`config.mk`:
```
export PLATFORM = sky130hd
export DESIGN_NAME = conv3x3_engine
export DESIGN_NICKNAME = d
export VERILOG_FILES = /design/src/rtl/conv3x3_engine.sv
export SDC_FILE = /design/constraint.sdc
export NUM_CORES = 2
export LEC_CHECK = 0
export BUFFER_PORTS_ARGS = -buffer_cell sky130_fd_sc_hd__buf_2
export CORE_UTILIZATION = 60
export CTS_CLUSTER_SIZE = 20
export DETAILED_ROUTE_END_ITERATION = 10
export PLACE_DENSITY_LB_ADDON = 0.25
export SYNTH_ARGS = -nofsm -noshare
export SYNTH_HDL_FRONTEND = slang
export SYNTH_SLANG_ARGS = --single-unit
```
`constraint.sdc`:
```
create_clock -name clk -period 5.4 [get_ports clk]
set_input_delay 0.54 -clock clk [delete_from_list [all_inputs] [get_ports clk]]
set_output_delay 0.54 -clock clk [all_outputs]
set_load 0.05 [all_outputs]
```
`src/rtl/conv3x3_engine.sv`:
```
`default_nettype none
// ============================================================================
// Module      : conv3x3_engine
// Description : Three-stage pipelined 3x3 convolution engine with a
//               valid/ready result stream and a programmable coefficient set.
//               Stage 1 registers the nine tap products.
//               Stage 2 registers their sum.
//               Stage 3 normalises the sum with an arithmetic right shift,
//               clamps it to the pixel range and drives out_pixel.
// Ports       : clk, rst              - clock, synchronous active-high reset
//               enable                - level request to run
//               win_in_1..win_in_9    - 3x3 window, row-major (1 = top-left)
//               buf_valid             - window data valid
//               in_row2_cond          - window rows fully populated
//               win_ready             - engine accepts a window this cycle
//               coef_we/addr/data     - coefficient write port, addr 0..8
//               shift                 - normalisation right-shift, 0..15
//               out_pixel/valid/ready - result stream
//               busy                  - FSM not idle
//               pix_count             - accepted-result counter (wraps)
//               coef_err              - sticky illegal coefficient write
// Options     : CONV_ABS_EN - when defined, stage 3 outputs the magnitude of
//               the shifted sum (edge detection); otherwise negative results
//               clamp to zero.
// Revision    : 1.0 - initial release
// ============================================================================
module conv3x3_engine #(
    parameter int DATA_W = 8,
    parameter int COEF_W = 8
) (
    input  logic                     clk,
    input  logic                     rst,
    input  logic                     enable,
    input  logic [DATA_W-1:0]        win_in_1,
    input  logic [DATA_W-1:0]        win_in_2,
    input  logic [DATA_W-1:0]        win_in_3,
    input  logic [DATA_W-1:0]        win_in_4,
    input  logic [DATA_W-1:0]        win_in_5,
    input  logic [DATA_W-1:0]        win_in_6,
    input  logic [DATA_W-1:0]        win_in_7,
    input  logic [DATA_W-1:0]        win_in_8,
    input  logic [DATA_W-1:0]        win_in_9,
    input  logic                     buf_valid,
    input  logic                     in_row2_cond,
    output logic                     win_ready,
    input  logic                     coef_we,
    input  logic [3:0]               coef_addr,
    input  logic signed [COEF_W-1:0] coef_data,
    input  logic [3:0]               shift,
    output logic [DATA_W-1:0]        out_pixel,
    output logic                     out_valid,
    input  logic                     out_ready,
    output logic                     busy,
    output logic [15:0]              pix_count,
    output logic                     coef_err
);

    // Product of a zero-extended pixel and a signed coefficient.
    localparam int C_PROD_W = DATA_W + 1 + COEF_W;
    // Four extra bits hold the sum of nine products without overflow.
    localparam int C_SUM_W  = C_PROD_W + 4;
    localparam int C_NTAPS  = 9;
    localparam logic signed [C_SUM_W-1:0] C_PIX_MAX =
        {{(C_SUM_W-DATA_W){1'b0}}, {DATA_W{1'b1}}};

    typedef enum logic [1:0] {
        ST_IDLE  = 2'd0,
        ST_RUN   = 2'd1,
        ST_DRAIN = 2'd2
    } state_t;

    state_t                     state_q, state_d;
    logic signed [COEF_W-1:0]   coef_q [C_NTAPS];
    logic signed [COEF_W-1:0]   coef_d [C_NTAPS];
    logic                       coef_err_q, coef_err_d;
    logic                       v1_q, v1_d;
    logic signed [C_PROD_W-1:0] prod_q [C_NTAPS];
    logic signed [C_PROD_W-1:0] prod_d [C_NTAPS];
    logic                       v2_q, v2_d;
    logic signed [C_SUM_W-1:0]  sum_q, sum_d;
    logic                       v3_q, v3_d;
    logic [DATA_W-1:0]          pix_q, pix_d;
    logic [15:0]                cnt_q, cnt_d;

    logic [DATA_W-1:0]          w_win [C_NTAPS];
    logic                       w_adv1, w_adv2, w_adv3;
    logic                       w_accept;
    logic signed [C_SUM_W-1:0]  w_sum;
    logic signed [C_SUM_W-1:0]  w_shifted;
    logic signed [C_SUM_W-1:0]  w_mag;
    logic [DATA_W-1:0]          w_clamp;

    always_comb begin
        w_win[0] = win_in_1;
        w_win[1] = win_in_2;
        w_win[2] = win_in_3;
        w_win[3] = win_in_4;
        w_win[4] = win_in_5;
        w_win[5] = win_in_6;
        w_win[6] = win_in_7;
        w_win[7] = win_in_8;
        w_win[8] = win_in_9;
    end

    // A stage may load when it is empty or its content moves on this cycle,
    // so bubbles collapse even while the output is stalled.
    always_comb begin
        w_adv3   = !v3_q || out_ready;
        w_adv2   = !v2_q || w_adv3;
        w_adv1   = !v1_q || w_adv2;
        w_accept = (state_q == ST_RUN) && w_adv1 && buf_valid && in_row2_cond;
    end

    // Control FSM
    always_comb begin
        state_d = state_q;
        case (state_q)
            ST_IDLE:  if (enable) state_d = ST_RUN;
            ST_RUN:   if (!enable) state_d = ST_DRAIN;
            ST_DRAIN: begin
                if (enable)
                    state_d = ST_RUN;
                else if (!v1_q && !v2_q && !v3_q)
                    state_d = ST_IDLE;
            end
            default:  state_d = ST_IDLE;
        endcase
    end

    // Coefficient bank: writable only while idle, anything else is flagged.
    always_comb begin
        coef_err_d = coef_err_q;
        for (int i = 0; i < C_NTAPS; i++) begin
            coef_d[i] = coef_q[i];
        end
        if (coef_we) begin
            if ((state_q == ST_IDLE) && (coef_addr <= 4'd8)) begin
                for (int i = 0; i < C_NTAPS; i++) begin
                    if (coef_addr == 4'(i)) coef_d[i] = coef_data;
                end
            end else begin
                coef_err_d = 1'b1;
            end
        end
    end

    // Datapath
    always_comb begin
        v1_d  = v1_q;
        v2_d  = v2_q;
        v3_d  = v3_q;
        sum_d = sum_q;
        pix_d = pix_q;
        cnt_d = cnt_q;
        for (int i = 0; i < C_NTAPS; i++) begin
            prod_d[i] = prod_q[i];
        end

        w_sum = '0;
        for (int i = 0; i < C_NTAPS; i++) begin
            w_sum = w_sum + C_SUM_W'(prod_q[i]);
        end

        w_shifted = sum_q >>> shift;
`ifdef CONV_ABS_EN
        w_mag = w_shifted[C_SUM_W-1] ? -w_shifted : w_shifted;
`else
        w_mag = w_shifted;
`endif
        if (w_mag[C_SUM_W-1])
            w_clamp = '0;
        else if (w_mag > C_PIX_MAX)
            w_clamp = '1;
        else
            w_clamp = w_mag[DATA_W-1:0];

        if (w_adv1) begin
            v1_d = w_accept;
            for (int i = 0; i < C_NTAPS; i++) begin
                prod_d[i] = C_PROD_W'($signed({1'b0, w_win[i]})) *
                            C_PROD_W'(coef_q[i]);
            end
        end
        if (w_adv2) begin
            v2_d  = v1_q;
            sum_d = w_sum;
        end
        if (w_adv3) begin
            v3_d = v2_q;
            if (v2_q) pix_d = w_clamp;
        end

        if (v3_q && out_ready) cnt_d = cnt_q + 16'd1;
    end

    always_ff @(posedge clk) begin
        if (rst) begin
            state_q    <= ST_IDLE;
            coef_err_q <= 1'b0;
            v1_q       <= 1'b0;
            v2_q       <= 1'b0;
            v3_q       <= 1'b0;
            sum_q      <= '0;
            pix_q      <= '0;
            cnt_q      <= '0;
            for (int i = 0; i < C_NTAPS; i++) begin
                coef_q[i] <= (i == 4) ? COEF_W'(1) : '0;
                prod_q[i] <= '0;
            end
        end else begin
            state_q    <= state_d;
            coef_err_q <= coef_err_d;
            v1_q       <= v1_d;
            v2_q       <= v2_d;
            v3_q       <= v3_d;
            sum_q      <= sum_d;
            pix_q      <= pix_d;
            cnt_q      <= cnt_d;
            for (int i = 0; i < C_NTAPS; i++) begin
                coef_q[i] <= coef_d[i];
                prod_q[i] <= prod_d[i];
            end
        end
    end

    // Gating with rst keeps any in-flight result from handshaking while
    // the reset is being applied.
    assign out_valid = v3_q && !rst;
    assign win_ready = (state_q == ST_RUN) && w_adv1 && !rst;
    assign out_pixel = pix_q;
    assign busy      = (state_q != ST_IDLE);
    assign pix_count = cnt_q;
    assign coef_err  = coef_err_q;

endmodule
`default_nettype wire
```
==> metrics <==
R2R Setup Slk 0.60 ns; ANT cells 0; Net Count, Synth 4927; P_leak 18.6 nW; crit path from prod_q[0][104]$_SDFFE_PP0N_; Final Slew Violations 0; Crit. End Element flip-flop; largest net degree at the start of global routing 142; Cell Pwr Density 141 mW/mm^2; # fillers 4851; final hold violations 0; post-synthesis cell count 3968; initial antenna violation count 0; register bit total from synthesis 276; Clock Skew 0.0339 ns; async set-reset flop share out of synthesis 0; Routed WL 81.4 mm; Unique masters post-synth 72; Syn Std Cell Area 0.0341 mm^2; hold_buf cts 0; worst reg2reg endpoint sum_q[18]$_SDFFE_PP0P_; vias per inst 5.47; Crit path required time 5.88 ns; Critical Path Max Stage Delay 0.56 ns; Root Buffer clkbuf_16; CP Max Fanout 5; VDD IR max 0.185 mV; die width 241 um; critical path's slowest cell fa_1; core area 0.0563 mm^2; Final min period 4.80 ns; Antenna Nets Post-Route 0; hold crit path type primary input to flip-flop; critical path class flip-flop to flip-flop; critical path arrival 5.28 ns; reg2reg path depth 15; post-synth top area share 0.267; share of layout cells above drive strength 1 0.0551; Hold Startpoint enable; Finished Core Util 0.648; Avg Cell Area, Syn 8.60 um^2; Yosys Warn Count 0; die area 0.0578 mm^2; Clk Latency, worst-skew pair 0.56 ns; Setup-failing EPs final 0; startpoint class of the critical path flip-flop; fmax 0.208 GHz; drt first-iter violations 1593; Max-cap violations 0; DP Wirelength 64.7 mm; sequential fraction of the synthesis area 0.162; Tot GR Track Use 0.293; via count 26300; Worst Tran Pin Value 0.945 ns; Worst slew margin 0.368; area grow syn2layout 6.91%; overall power 5.15 mW; RSZ-0062 raised after global routing no; Num CTS Buffers 35; Yosys top cell by area fa_1; Initial Utilization 0.606; Post-synth EDFFs 0; final worst slack 0.604 ns; final RePlAce weighted congestion 0.948; Worst-path clk slew 0.06 ns; I/O Buffers 122; Primary FF master, synth dfxtp_1; setup TNS 0 ns; crit path cell chain fa_1 > fa_1 > inv_1 > fa_1 > fa_1 > inv_1 > ha_1 > inv_1 > fa_1 > nor2b_1 > o31ai_1 > a21oi_1 > a41oi_1 > or4_1 > nand3_1; DRT Pass-1 Iters 6; # Post-CTS Setup Buffers 0; vias in the first global route 26000; CTS H-tree lvls 2; status completed; Nets 4985; global-route wire length before repair 133 mm; DRC 0; Most Frequent Cell on Critical Path fa_1; crit path capture sum_q[18]$_SDFFE_PP0P_; worst r2r src prod_q[0][104]$_SDFFE_PP0N_; grt ovf 0; Post-CTS Resized 0; IO Count 123; top post-synthesis cells by count 732 x inv_1, 500 x nand2_1, 455 x fa_1; top-count cell post-synth inv_1; CTS Sinks 276; # rows 87; drt wl/cell 16.9 um; worst slack, placed 0.467 ns; TritonCTS clock tree yes; Final Cycle Share 0.888; top cells by area, synth fa_1 27%, dfxtp_1 16%, ha_1 15%; deepest clock path buffer count 3; Die H 241 um
[registers in the layout, summed over array words and instances, names as in the netlist, 2 cells and up]
| signal | count |
|---|---|
| coef_q | 72 |
| out_pixel | 8 |
| pix_count | 16 |
| prod_q | 153 |
| state_q | 2 |
| sum_q | 21 |
[how the worst min path moves through the flow]
| stage | end | depth (start not counted) | slack [ns] |
|---|---|---|---|
| after floorplan | sum_q[0]$_SDFFE_PP0P_ | 2 | 0.43 |
| after global placement | prod_q[0][35]$_SDFFE_PP0N_ | 2 | 0.44 |
| after detailed placement | prod_q[0][69]$_SDFFE_PP0N_ | 2 | 0.44 |
| after CTS | state_q[1]$_SDFFE_PP0P_ | 2 | 0.17 |
| after global routing | state_q[1]$_SDFFE_PP0P_ | 2 | 0.18 |
| final | state_q[1]$_SDFFE_PP0P_ | 2 | 0.19 |
[worst max-delay path, delay by kind of cell (launching register included)]
family | cells | cell delay, ns
adder cells (fa/ha/maj) | 6 | 2.67
AO/OA/AOI/OAI | 3 | 0.73
AND/OR/NAND/NOR | 3 | 0.75
flip-flops | 1 | 0.35
buffers and inverters | 3 | 0.23
[area by class of cell]
type	count	area, um^2	area share
clock inverter	18	168	0.00459
sequential	276	5530	0.151
inverter	733	2750	0.0754
timing repair buffer	137	757	0.0207
multi-input combinational	2843	25400	0.696
clock buffer	41	928	0.0254
tap	756	946	0.0259
[metal layers]
metal  wire (um)  vias up  track usage
met5           0        -            0
met4        3010        0        0.111
met3        4460      141       0.0419
met2       38300      655        0.477
met1       35600    12700        0.395
li1            -    12800            -
[power breakdown]
group	switching (mW)	total [mW]	internal (mW)
clock	0.982	2.31	1.33
sequential	0.0531	2.13	2.08
combinational	0.438	0.706	0.268
[stage by stage]
step	std cells	hold WS, ns	instance area (um^2)
finish	4804	0.190	36500
global route	4804	0.181	36500
CTS	4804	0.173	36500
detailed placement	4745	0.444	35400
global placement	4745	0.440	35400
floorplan	3968	0.428	34100
[logic make-up after synthesis]
kind of cell | synth area share
AOI/OAI and AO/OA | 0.0873
xor gates and xnor gates | 0.0200
adders and majority gates | 0.417
buffers and inverters | 0.0940
DFF | 0.162
muxes | 0.0315
and+or+nand+nor | 0.188
[cells in the final DEF (no fill, tap or decap), types with 11 or more instances in the layout]
cell,netlist,final
xnor2_1,42,42
nand3b_1,17,17
and2_1,293,293
or3_1,34,34
dfxtp_1,276,276
mux4_2,11,11
o21ai_0,75,75
a31oi_1,13,13
o21bai_1,12,12
clkbuf_16,0,35
nor3_1,28,28
buf_4,1,13
fa_1,455,455
a211oi_1,45,45
nand3_1,88,88
nand2b_1,60,60
a21oi_1,216,216
nor2_1,223,223
buf_2,8,121
ha_1,409,409
o21a_1,26,26
and3_1,17,16
inv_1,732,732
a21o_1,11,11
xor2_1,36,36
o211ai_1,17,17
nand2_1,500,499
mux2i_1,74,74
nor2b_1,20,20
(Power assumes the default switching activity.)
